**src/rtl/alu_issue.sv**
```systemverilog
// alu_issue -- issue/writeback sequencer in front of the alu block.
// Accepts RV32I OP / OP-IMM words over valid/ready, decodes them onto the
// ALU operand/select inputs, writes the ALU result back into a 32x32
// register file and reports each retirement (or an illegal-drop pulse).
//
// Ports:
//   clk, rst_n          clock (rising edge), async active-low reset
//   instr, instr_valid  instruction word and its valid
//   instr_ready         high in IDLE, low during EXEC and reset
//   alu_rs1/rs2         ALU operands (rs2 = register or immediate)
//   alu_funct3/funct7   ALU operation select / alt (SUB, SRA)
//   alu_rd, alu_z       ALU result and zero flag (combinational)
//   retire_*            one-cycle retire pulse with rd index, data, zero
//   err                 one-cycle pulse: illegal instruction dropped
module alu_issue #(
   parameter int XLEN  = 32,
   parameter int NREGS = 32
) (
   input  logic            clk,
   input  logic            rst_n,
   input  logic [31:0]     instr,
   input  logic            instr_valid,
   output logic            instr_ready,
   output logic [XLEN-1:0] alu_rs1,
   output logic [XLEN-1:0] alu_rs2,
   output logic [2:0]      alu_funct3,
   output logic            alu_funct7,
   input  logic [XLEN-1:0] alu_rd,
   input  logic            alu_z,
   output logic            retire_valid,
   output logic [4:0]      retire_rd,
   output logic [XLEN-1:0] retire_data,
   output logic            retire_z,
   output logic            err
);

   localparam logic [6:0] OPC_OP     = 7'b0110011;
   localparam logic [6:0] OPC_OP_IMM = 7'b0010011;
   localparam logic [6:0] F7_ALT     = 7'b0100000;

   typedef enum logic {IDLE, EXEC} state_t;

   state_t          state_q;
   logic [31:0]     instr_q;
   logic [XLEN-1:0] rf_q [NREGS];
   logic            ready_q;
   logic            retire_valid_q, err_q, retire_z_q;
   logic [4:0]      retire_rd_q;
   logic [XLEN-1:0] retire_data_q;

   // Decode of the latched word; the ALU is driven from it continuously, so
   // outside EXEC it simply shows the last instruction.
   logic [6:0] opc, f7;
   logic [2:0] f3;
   logic [4:0] rs1_idx, rs2_idx, rd_idx;
   logic       legal, alt;
   logic [XLEN-1:0] op_b;

   assign opc     = instr_q[6:0];
   assign rd_idx  = instr_q[11:7];
   assign f3      = instr_q[14:12];
   assign rs1_idx = instr_q[19:15];
   assign rs2_idx = instr_q[24:20];
   assign f7      = instr_q[31:25];

   always_comb begin
      legal = 1'b0;
      alt   = 1'b0;
      op_b  = '0;
      if (opc == OPC_OP) begin
         op_b  = rf_q[rs2_idx];
         alt   = instr_q[30];
         legal = (f7 == 7'd0) || (f7 == F7_ALT && (f3 == 3'b000 || f3 == 3'b101));
      end else if (opc == OPC_OP_IMM) begin
         if (f3 == 3'b001 || f3 == 3'b101) begin
            // Shifts: shamt only, bit30 selects SRA for 101.
            op_b  = {{(XLEN-5){1'b0}}, instr_q[24:20]};
            alt   = instr_q[30];
            legal = (f7 == 7'd0) || (f7 == F7_ALT && f3 == 3'b101);
         end else begin
            // Bit30 is just immediate data here, never an alt select.
            op_b  = {{(XLEN-12){instr_q[31]}}, instr_q[31:20]};
            legal = 1'b1;
         end
      end
   end

   // x0 is never written and is cleared on reset, so it always reads 0.
   assign alu_rs1    = rf_q[rs1_idx];
   assign alu_rs2    = op_b;
   assign alu_funct3 = f3;
   assign alu_funct7 = alt;

   always_ff @(posedge clk or negedge rst_n) begin
      if (!rst_n) begin
         state_q        <= IDLE;
         instr_q        <= '0;
         ready_q        <= 1'b0;
         retire_valid_q <= 1'b0;
         err_q          <= 1'b0;
         retire_rd_q    <= '0;
         retire_data_q  <= '0;
         retire_z_q     <= 1'b0;
         for (int i = 0; i < NREGS; i++) rf_q[i] <= '0;
      end else begin
         retire_valid_q <= 1'b0;
         err_q          <= 1'b0;
         case (state_q)
            IDLE: begin
               if (instr_valid && ready_q) begin
                  instr_q <= instr;
                  state_q <= EXEC;
                  ready_q <= 1'b0;
               end else begin
                  ready_q <= 1'b1;
               end
            end
            EXEC: begin
               if (legal) begin
                  if (rd_idx != 5'd0) rf_q[rd_idx] <= alu_rd;
                  retire_valid_q <= 1'b1;
                  retire_rd_q    <= rd_idx;
                  retire_data_q  <= alu_rd;
                  retire_z_q     <= alu_z;
               end else begin
                  err_q <= 1'b1;
               end
               state_q <= IDLE;
               ready_q <= 1'b1;
            end
            default: state_q <= IDLE;
         endcase
      end
   end

   assign instr_ready  = ready_q;
   assign retire_valid = retire_valid_q;
   assign retire_rd    = retire_rd_q;
   assign retire_data  = retire_data_q;
   assign retire_z     = retire_z_q;
   assign err          = err_q;

endmodule

```
**config.mk**
```make
export PLATFORM = sky130hd
export DESIGN_NAME = alu_issue
export DESIGN_NICKNAME = d
export VERILOG_FILES = /design/src/rtl/alu_issue.sv
export SDC_FILE = /design/constraint.sdc
export NUM_CORES = 2
export LEC_CHECK = 0
export ABC_CLOCK_PERIOD_IN_PS = 3100
export BUFFER_PORTS_ARGS = -buffer_cell sky130_fd_sc_hd__buf_2
export CORE_MARGIN = 10
export CORE_UTILIZATION = 40
export CTS_BUF_LIST = sky130_fd_sc_hd__clkbuf_4
export DETAILED_ROUTE_END_ITERATION = 10
export SLEW_MARGIN = 20
export SYNTH_ARGS = -nofsm -noshare
export SYNTH_HDL_FRONTEND = slang
export SYNTH_SLANG_ARGS = --single-unit
export TNS_END_PERCENT = 20
```
**constraint.sdc**
```tcl
create_clock -name clk -period 3.1 [get_ports clk]
set_input_delay 0.62 -clock clk [delete_from_list [all_inputs] [get_ports clk]]
set_output_delay 0.62 -clock clk [all_outputs]
set_load 0.02 [all_outputs]
```
==> flow_summary.ini <==
[outcome]
outcome = finished, violations left
violations = negative setup slack

[clock_network]
cts.htree.levels = 5
cts_buffers = 326
clk_pin_slew_ps = 60
cts_tree = built
cts_buffer_depth = 4
worstSkewPairLatency_ps = 1320
cts-root-buf = clkbuf_4
cts.sinks = 1098

[critical_path]
r2r_slack_ps = 250
end_kind = output port
cp-start-kind = flop
rr_worst_depth = 8
crit_required_ps = 2480
crit_type = reg2out
path_max_fanout = 9
critPathArrivalTime_ps = 3740

[floorplan]
core_um2 = 143500
initial_core_util_pct = 40.19
fp.dieH_um = 399.7
dieArea_um2 = 159800
num_io_pins = 177
rows = 139
die_w_um = 399.7

[sta]
rsz0062_at_grt = true
report.final.hold_viol_count = 0
max_freq_mhz = 229.2
slew-limit-headroom_pct = 43.02
fin_ws_ps = -1264
fin_crit_sh_pct = 140.8
drv_slew = 0
finalWorstPathRequiredPeriod_ps = 4364
fin_skew_ps = 103.9
setup_viol = 65
tns_ps = -75840
worst_slew_pin_slew_ps = 854.7

[synthesis]
syn_area_per_cell_um2 = 16.04
yosys.area.top_type = dfrtp_1
synthTopCellsByArea = dfrtp_1 48%, mux4_2 23%, mux2_2 19%
syn_nets = 3664
yosysWarningCount = 0
ys.flop_type = dfrtp_1
synthCells = 3596
ys_ff_latch = 1098
yosysSeqAreaShare_pct = 47.64
synth_top_area_share_pct = 47.64
syn-cell-area_um2 = 57670
synth_edf_count = 0
synth_common_cells = 1098 x dfrtp_1, 959 x mux2_2, 589 x mux4_2, 238 x clkbuf_1, 134 x nand2_1
yosysMostFrequentCell = dfrtp_1
synth_cell_type_count = 40
async_flop_share_pct = 100.0

[route]
drt_iter0_drc = 3054
vias_per_cell = 5.887
drtAntennaViolNets = 0
drc = 0
drtPass1Iterations = 7
wl_um = 184800
vias = 37020
wl_per_cell_um = 29.39

[pwr]
power.density_nw_per_um2 = 529.6
p_comb_share_pct = 22.9
p_seq_share_pct = 40.5
p_sw_share_pct = 29.98
ir_worst_vdd_mv = 0.4102
power_leakage_nw = 32.50
intPower_w = 0.02597
power_frac_clock_pct = 36.6
fin_total_pwr_w = 0.03709
p_sw_w = 0.01112

[global_routing]
grt_pass1_vias = 39370
track_usage_pct = 23.17
antenna_found_initial = 4
grt_max_degree = 87
grt_pass1_wl_um = 273400
gr-total-overflow = 0

[finish]
syn_to_final_growth_pct = 21.45
nets = 4227
drive_gt1_share_pct = 63.43
nFillCells = 12280

[placed_design]
gp_congestion = 0.8141
port_buffers = 176
place_hpwl_um = 112400

[min_path]
min_path_type = in2reg
whs_path_depth = 4

[job]
drv_cap = 0
-- power groups by stage --
| stage | clock network [W] | logic, W | registers, W |
|---|---|---|---|
| floorplan | 0 | 0.00408 | 0.0152 |
| global placement | 0 | 0.00710 | 0.0153 |
| detailed placement | 0 | 0.00712 | 0.0153 |
| CTS | 0.0140 | 0.00822 | 0.0150 |
| global route | 0.0148 | 0.00896 | 0.0150 |
| finish | 0.0136 | 0.00850 | 0.0150 |
-- routing by layer --
metal  GRT usage, %  part of all wire (%)  vias up  wire length [um]
met5              0                     0        -                 0
met4          7.599                   2.7        0              4966
met3          5.274                   6.7      308             12410
met2          36.48                    48     1343             88240
met1          31.71                    43    20150             79210
li1               -                     -    15230                 -
-- state kept, by name (all words and copies together), names as in the netlist --
name / count
retire_valid: 1
retire_z: 1
state_q: 1
instr_q: 32
rf_q: 1024
instr_ready: 1
retire_rd: 5
err: 1
retire_data: 32
-- final cells by class --
type / instances / area (um^2) / share of cell area [%]
Timing Repair Buffer: 650 / 7442 / 10.63
Sequential cell: 1098 / 27510 / 39.27
Inverter: 5 / 18.77 / 0.02680
Clock inverter: 71 / 350.3 / 0.5002
Multi-Input combinational cell: 2078 / 28750 / 41.04
Tap cell: 1903 / 2381 / 3.400
Clock buffer: 476 / 3573 / 5.102
Antenna cell: 8 / 20.02 / 0.02858
-- critical path, cell delays in order (launching register included) --
cell and delay [ps]:
dfrtp_4 520, buf_12 220, buf_12 160, mux4_2 520
mux4_2 500, mux2_2 350, buf_2 180
-- stage by stage --
| stage | util [%] | cells | hold WS, ps | area [um^2] | setup slack, ps |
|---|---|---|---|---|---|
| 3_3_place_gp | 43.67 | 5545 | 376.8 | 62660 | -296.1 |
| 3_5_place_dp | 43.67 | 5545 | 382.7 | 62660 | -278.1 |
| 5_1_grt | 48.81 | 6287 | 98.37 | 70030 | -1401 |
| 6_report | 48.81 | 6289 | 136.6 | 70040 | -1264 |
| 2_1_floorplan | - | 3596 | 324.4 | 57700 | -81.26 |
| 4_1_cts | 48.30 | 6255 | 11.08 | 69310 | -1365 |
-- repair_timing --
action | CTS | global route
setup endpoints to repair | 65 | 65
resized for setup | 247 | 96
pin swaps | 22 | 23
cloned | 15 | 11
buffers inserted | 38 | 17
hold buffers | 114 | 0
hold endpoints to repair | 1790 | 0
-- placed cells by master (no fill, tap or decap), drive strengths merged, types with 4 or more instances in the layout --
cell / n
nor3: 41
diode: 8
a22oi: 25
mux2i: 14
mux2: 1087
a21oi: 17
clkbuf: 486
nor2b: 20
nand2b: 5
dlygate4sd3: 113
inv: 8
mux4: 589
nand3b: 4
nor2: 20
a211oi: 13
o21ai: 56
nand2: 134
dfrtp: 1098
a21o: 4
o22ai: 24
clkinv: 65
buf: 527
-- kinds of logic after synthesis --
kind of cell,Yosys count,share of synthesized area [%]
mux,1690,44.86
flops,1098,47.64
buf+inv,420,3.513
simple gates,246,2.497
compound gates,142,1.484
-- final timing paths --
kind                                         start                      end
setup / recovery           instr_q[15]$_DFFE_PN0P_               alu_rs1[1]
hold / removal                           instr[14]  instr_q[14]$_DFFE_PN0P_
setup reg to reg           instr_q[12]$_DFFE_PN0P_    rf_q[259]$_DFFE_PN0P_
hold reg to reg             rf_q[1016]$_DFFE_PN0P_   rf_q[1016]$_DFFE_PN0P_
max in group asynchronous                    rst_n    rf_q[524]$_DFFE_PN0P_
min in group asynchronous                    rst_n    rf_q[462]$_DFFE_PN0P_
(Power assumes the default switching activity.)
